[src/rtl/chaos_pkg.sv]
// Shared types and widths for the chaos-based S-box key-setup stage.
package chaos_pkg;

  localparam int X_W    = 16;
  localparam int R_W    = 16;
  localparam int BYTE_W = 8;
  localparam int N_SBOX = 256;
  localparam int P_W    = 2 * X_W;
  localparam int Q_W    = P_W + R_W;

  typedef enum logic [2:0] {
    ITER_A,
    ITER_B,
    CHECK,
    FILL,
    DONE
  } state_t;

  // Candidate byte: fold both halves of the map value together.
  function automatic logic [BYTE_W-1:0] fold_byte(input logic [X_W-1:0] x);
    return x[15:8] ^ x[7:0];
  endfunction

endpackage

[src/rtl/logistic_step.sv]
// One fixed-point logistic map step, split so the caller can register p between halves.
module logistic_step
  import chaos_pkg::*;
#(
  parameter logic [X_W-1:0] SEED   = 16'hA5C3,
  parameter logic [R_W-1:0] R_COEF = 16'd65372
) (
  input  logic [X_W-1:0]    i_x,
  input  logic [P_W-1:0]    i_p,
  input  logic [15:0]       i_iter,
  output logic [P_W-1:0]    o_p,
  output logic [X_W-1:0]    o_x_next,
  output logic [BYTE_W-1:0] o_c
);

  logic [X_W-1:0] w_omx;
  logic [Q_W-1:0] w_q;
  logic [X_W-1:0] w_x_raw;

  assign w_omx   = '0 - i_x;
  assign o_p     = P_W'(i_x) * P_W'(w_omx);
  assign w_q     = Q_W'(i_p) * Q_W'(R_COEF);
  // Q0.32 * Q2.14 leaves the Q0.16 result at bits [45:30].
  assign w_x_raw = X_W'(w_q >> 30);

  // Zero is a fixed point of the map; reseed from the iteration count instead.
  assign o_x_next = (w_x_raw == '0) ? ((SEED ^ i_iter) | 16'h0001) : w_x_raw;
  assign o_c      = fold_byte(o_x_next);

endmodule

[src/rtl/chaos_sbox_top.sv]
// Key-setup stage: iterates the logistic map after reset and fills a bijective
// 256-entry byte S-box, falling back to an ascending fill of unused values.
module chaos_sbox_top
  import chaos_pkg::*;
#(
  parameter logic [X_W-1:0] SEED     = 16'hA5C3,
  parameter logic [R_W-1:0] R_COEF   = 16'd65372,
  parameter int             MAX_ITER = 4096
) (
  input  logic clk,
  input  logic rst,
  output logic done_sbox
);

  localparam logic [15:0] MAX_ITER_W = 16'(MAX_ITER);

  state_t                r_state;
  state_t                w_state_next;
  logic [X_W-1:0]        r_x;
  logic [P_W-1:0]        r_p;
  logic [BYTE_W-1:0]     r_c;
  logic [15:0]           r_iter;
  logic [8:0]            r_cnt;
  logic [7:0]            r_idx;
  logic [N_SBOX-1:0]     r_used;
  logic                  r_done;

  logic [BYTE_W-1:0]     sbox_mem [0:N_SBOX-1];

  logic [P_W-1:0]        w_p;
  logic [X_W-1:0]        w_x_next;
  logic [BYTE_W-1:0]     w_c;
  logic                  w_wr_en;
  logic [BYTE_W-1:0]     w_wr_val;
  logic [8:0]            w_cnt_next;

  logistic_step #(
    .SEED   (SEED),
    .R_COEF (R_COEF)
  ) u_step (
    .i_x      (r_x),
    .i_p      (r_p),
    .i_iter   (r_iter),
    .o_p      (w_p),
    .o_x_next (w_x_next),
    .o_c      (w_c)
  );

  // A value is appended only when it has not been placed before.
  always_comb begin
    w_wr_en  = 1'b0;
    w_wr_val = r_c;
    if (r_state == CHECK) begin
      w_wr_en = !r_used[r_c];
    end else if (r_state == FILL) begin
      w_wr_en  = !r_used[r_idx];
      w_wr_val = r_idx;
    end
  end

  assign w_cnt_next = r_cnt + {8'd0, w_wr_en};

  always_comb begin
    w_state_next = r_state;
    case (r_state)
      ITER_A: w_state_next = ITER_B;
      ITER_B: w_state_next = CHECK;
      CHECK: begin
        if (w_cnt_next == 9'(N_SBOX)) w_state_next = DONE;
        else if (r_iter == MAX_ITER_W) w_state_next = FILL;
        else w_state_next = ITER_A;
      end
      FILL: begin
        if (r_idx == 8'hFF) w_state_next = DONE;
      end
      DONE:    w_state_next = DONE;
      default: w_state_next = ITER_A;
    endcase
  end

  always_ff @(posedge clk) begin
    if (rst) begin
      r_state <= ITER_A;
      r_x     <= SEED;
      r_p     <= '0;
      r_c     <= '0;
      r_iter  <= '0;
      r_cnt   <= '0;
      r_idx   <= '0;
      r_used  <= '0;
      r_done  <= 1'b0;
    end else begin
      r_state <= w_state_next;
      r_done  <= (w_state_next == DONE);
      case (r_state)
        ITER_A: r_p <= w_p;
        ITER_B: begin
          r_x <= w_x_next;
          r_c <= w_c;
          if (r_iter != MAX_ITER_W) r_iter <= r_iter + 16'd1;
        end
        FILL:    r_idx <= r_idx + 8'd1;
        default: ;
      endcase
      if (w_wr_en) begin
        r_used[w_wr_val] <= 1'b1;
        r_cnt            <= w_cnt_next;
      end
    end
  end

  // Contents are meaningful only once done_sbox is high, so no reset here.
  always_ff @(posedge clk) begin
    if (!rst && w_wr_en) sbox_mem[r_cnt[7:0]] <= w_wr_val;
  end

  assign done_sbox = r_done;

endmodule

[config.mk]
export PLATFORM = sky130hd
export DESIGN_NAME = chaos_sbox_top
export DESIGN_NICKNAME = d
export VERILOG_FILES = /design/src/rtl/chaos_pkg.sv /design/src/rtl/logistic_step.sv /design/src/rtl/chaos_sbox_top.sv
export SDC_FILE = /design/constraint.sdc
export NUM_CORES = 2
export LEC_CHECK = 0
export ABC_AREA = 1
export CORE_MARGIN = 3
export CORE_UTILIZATION = 45
export CTS_BUF_LIST = sky130_fd_sc_hd__clkbuf_4 sky130_fd_sc_hd__clkbuf_8
export DETAILED_ROUTE_END_ITERATION = 10
export PLACE_DENSITY = 0.64
export SLEW_MARGIN = 30
export SYNTH_ARGS = -nofsm -noshare
export SYNTH_HDL_FRONTEND = slang
export SYNTH_SLANG_ARGS = --single-unit
[constraint.sdc]
create_clock -name clk -period 8.5 [get_ports clk]
set_clock_uncertainty 0.05 [all_clocks]
set_input_delay 0.85 -clock clk [delete_from_list [all_inputs] [get_ports clk]]
set_output_delay 0.85 -clock clk [all_outputs]
set_load 0.01 [all_outputs]
==> qor.txt <==
Syn. warnings = 0
Routed WL = 117700 um
Slew Viols, Final = 0
Worst min-delay path category = reg2reg
Syn Area/Cell = 7.112 um2
Adder-Cell Fraction of Synth Area = 32.66%
Number of global-route vias before repair = 33.32k
Multiplexer share of the synthesized area = 0%
Top cell type by total area after synthesis = fa_1
Final Hold Fails = 0
Die width = 298.4 um
CTS buffer count = 67
Core Region = 0.08422 mm2
Fin nets = 6015
Xor/xnor share of the synthesized area = 0.8194%
Max-cap violations = 0
Crit path launch type = flip-flop
IO Port Bufs = 2
Status = finished, final reports clean
WL met2 = 52800 um
Fraction of layout cells with a size suffix above 1 = 3.870%
Sequential fraction of the synthesis area = 18.16%
Most used DFF post-synth = dfxtp_1
WL/cell = 18.22 um
Initial Utilization = 45.69%
Critical path peak fanout = 12
Die height = 298.4 um
Max layer used = met4
Relative slew slack = 28.23%
CTS max path bufs = 3
Initial drt markers = 3073
Largest family of logic cells by synthesized area = adder cells
First-pass DRT Iterations = 6
Worst Max-Slew Pin Slew = 1.074 ns
Area contributors post-synth = fa_1, dfxtp_1, inv_1, nand2_1, ha_1
Setup TNS = 0 ns
Synth Area in Compound Gates = 13.57%
Placement Rows = 106
Clk pin slew, worst setup/hold paths = 0.07 ns
Resize count post-CTS = 0
Yosys top cell area share = 23.72%
Tcrit/Tclk final = 89.71%
Clk_lat worst skew = 0.65 ns
H-Tree Level Count = 3
Routability cong. = 0.9441
Tot GR Track Use = 26.38%
Area growth, synth to finish = 5.163%
First-pass GRT wire length = 187700 um
Simple-Gate Fraction of Synth Area = 20.01%
Antenna viol nets, final = 0
CTS Hold Buffers Added = 0
Number of synthesized flops with an enable pin = 0
Fraction of registers with async set/reset = 0%
Final Setup Violations = 0
Seq cells post-synth = 349
Antenna violations before repair = 1
Num Clock Sinks = 349
Met1 Routed Length = 52310 um
IO Pins = 3
Crit Path Class = reg2reg
Clock root cell = clkbuf_8
CTS tree = yes
Die Area = 0.08906 mm2
Setup Buffers After CTS = 0
Met3 WL = 8964 um
GRT overflow = 0
Synthesized area = 0.03848 mm2
Arrival time worst endpoint = 8.11 ns
Distinct cells, synth = 47
Largest net degree at the start of global routing = 186
DRC = 0
Fmax = 0.1311 GHz
Routed vias/inst = 5.298
Vias after detailed routing = 34.22k
Syn nets = 6144
Unrepaired setup endpoints after global routing = no
Final worst path period need = 7.625 ns
Post-Syn Instances = 5411
Post-DP HPWL = 84160 um
Crit path required time = 8.99 ns
CP endpoint kind = flip-flop
==> state kept, by name, indices dropped and copies added, names as in the netlist <==
name	cells
r_used	256
r_p	32
r_iter	16
r_x	16
r_cnt	9
r_c	8
r_idx	8
r_state	3
done_sbox	1
==> cell families (layout without fill, tap and decap cells) <==
| family | count (synthesis) | after routing |
|---|---|---|
| AND/OR/NAND/NOR | 1899 | 1899 |
| buffers and inverters | 1416 | 1328 |
| AO/OA/AOI/OAI | 980 | 980 |
| adder cells (fa/ha/maj) | 731 | 731 |
| flip-flops | 349 | 349 |
| XOR/XNOR | 36 | 36 |
| other | 0 | 2 |
==> layer usage <==
metal	up-vias	global-route usage, %
met5	-	0
met4	0	8.288
met3	230	3.763
met2	1310	41.68
met1	16220	37.35
li1	16460	-
==> layout make-up <==
cell class | count | area, um2
diodes | 2 | 5.005
clock buffers | 98 | 1261
clock inverters | 12 | 102.6
fillers | 8651 | 43750
inverters | 1158 | 4349
multi-input cells | 3646 | 25840
flip-flops and latches | 349 | 7003
well taps | 1134 | 1419
repair buffers | 60 | 484.2
==> layout by cell type (no fill, tap or decap), types with 84 or more instances in the layout <==
| cell | synthesis | layout |
|---|---|---|
| inv_1 | 1143 | 1143 |
| nand2_1 | 1014 | 1002 |
| a21oi_1 | 565 | 565 |
| nor2_1 | 542 | 542 |
| fa_1 | 456 | 456 |
| dfxtp_1 | 349 | 344 |
| ha_1 | 275 | 275 |
| o21ai_0 | 253 | 253 |
| nand3_1 | 245 | 245 |
| clkbuf_8 | 0 | 84 |
==> path summary, 6_finish.rpt <==
check	start	cells after the start	endpoint	slack, ns
setup / recovery	r_x[1]$_SDFFE_PP1P_	27	r_p[27]$_SDFFE_PP0P_	0.87
hold / removal	r_used[248]$_SDFFE_PP0N_	2	r_used[248]$_SDFFE_PP0N_	0.41
setup reg to reg	r_x[1]$_SDFFE_PP1P_	27	r_p[27]$_SDFFE_PP0P_	0.87
hold reg to reg	r_used[248]$_SDFFE_PP0N_	2	r_used[248]$_SDFFE_PP0N_	0.41
==> Yosys cell counts, types with 3 or more instances <==
cell type	count
and2_1	4
a21oi_1	565
buf_6	33
clkbuf_1	140
nand2_1	1014
a21boi_0	6
a31oi_1	16
buf_4	8
o211ai_1	76
xor2_1	19
a211oi_1	3
nor4_1	10
inv_2	4
o22ai_1	12
a21o_1	5
o21ai_1	26
nand4_1	35
nor2_2	4
o21a_1	4
fa_1	456
ha_1	275
inv_1	1143
xnor2_1	17
buf_2	66
buf_1	10
o21bai_1	8
dfxtp_1	349
nand3_1	245
clkinv_1	10
nor3_1	29
o31ai_1	3
nor3b_1	4
nor2_1	542
o21ai_0	253
==> worst max-delay path, stage by stage (launching register included) <==
cell      delay [ns]
dfxtp_1         0.59
inv_2           0.20
ha_1            0.26
nand3_1         0.19
inv_1           0.10
ha_1            0.29
inv_1           0.32
nand2_1         0.14
fa_1            0.56
inv_1           0.06
fa_1            0.56
fa_1            0.44
fa_1            0.49
inv_1           0.06
fa_1            0.54
inv_1           0.06
fa_1            0.48
ha_1            0.38
a21oi_1         0.17
a21boi_0        0.18
nand3_1         0.20
a21oi_1         0.26
o21ai_0         0.19
a21oi_1         0.26
o21ai_0         0.13
xor2_1          0.16
o21ai_0         0.15
inv_1           0.06
==> stage by stage <==
| step | instance area, um2 | worst slack, ns | utilization (%) | hold slack, ns | instances |
|---|---|---|---|---|---|
| after floorplan | 38480 | 1.557 | - | 0.3916 | 5411 |
| after global routing | 40470 | 0.3227 | 48.05 | 0.4278 | 6459 |
| final | 40470 | 0.8747 | 48.05 | 0.4141 | 6459 |
| after detailed placement | 39090 | 0.9424 | 46.41 | 0.4043 | 6347 |
| after global placement | 39060 | 1.109 | 46.38 | 0.4000 | 6347 |
| after CTS | 40450 | 0.9189 | 48.03 | 0.4129 | 6457 |
Power is not shown: default switching activity piles up to over one toggle a cycle in this logic, so the estimate is an artifact.
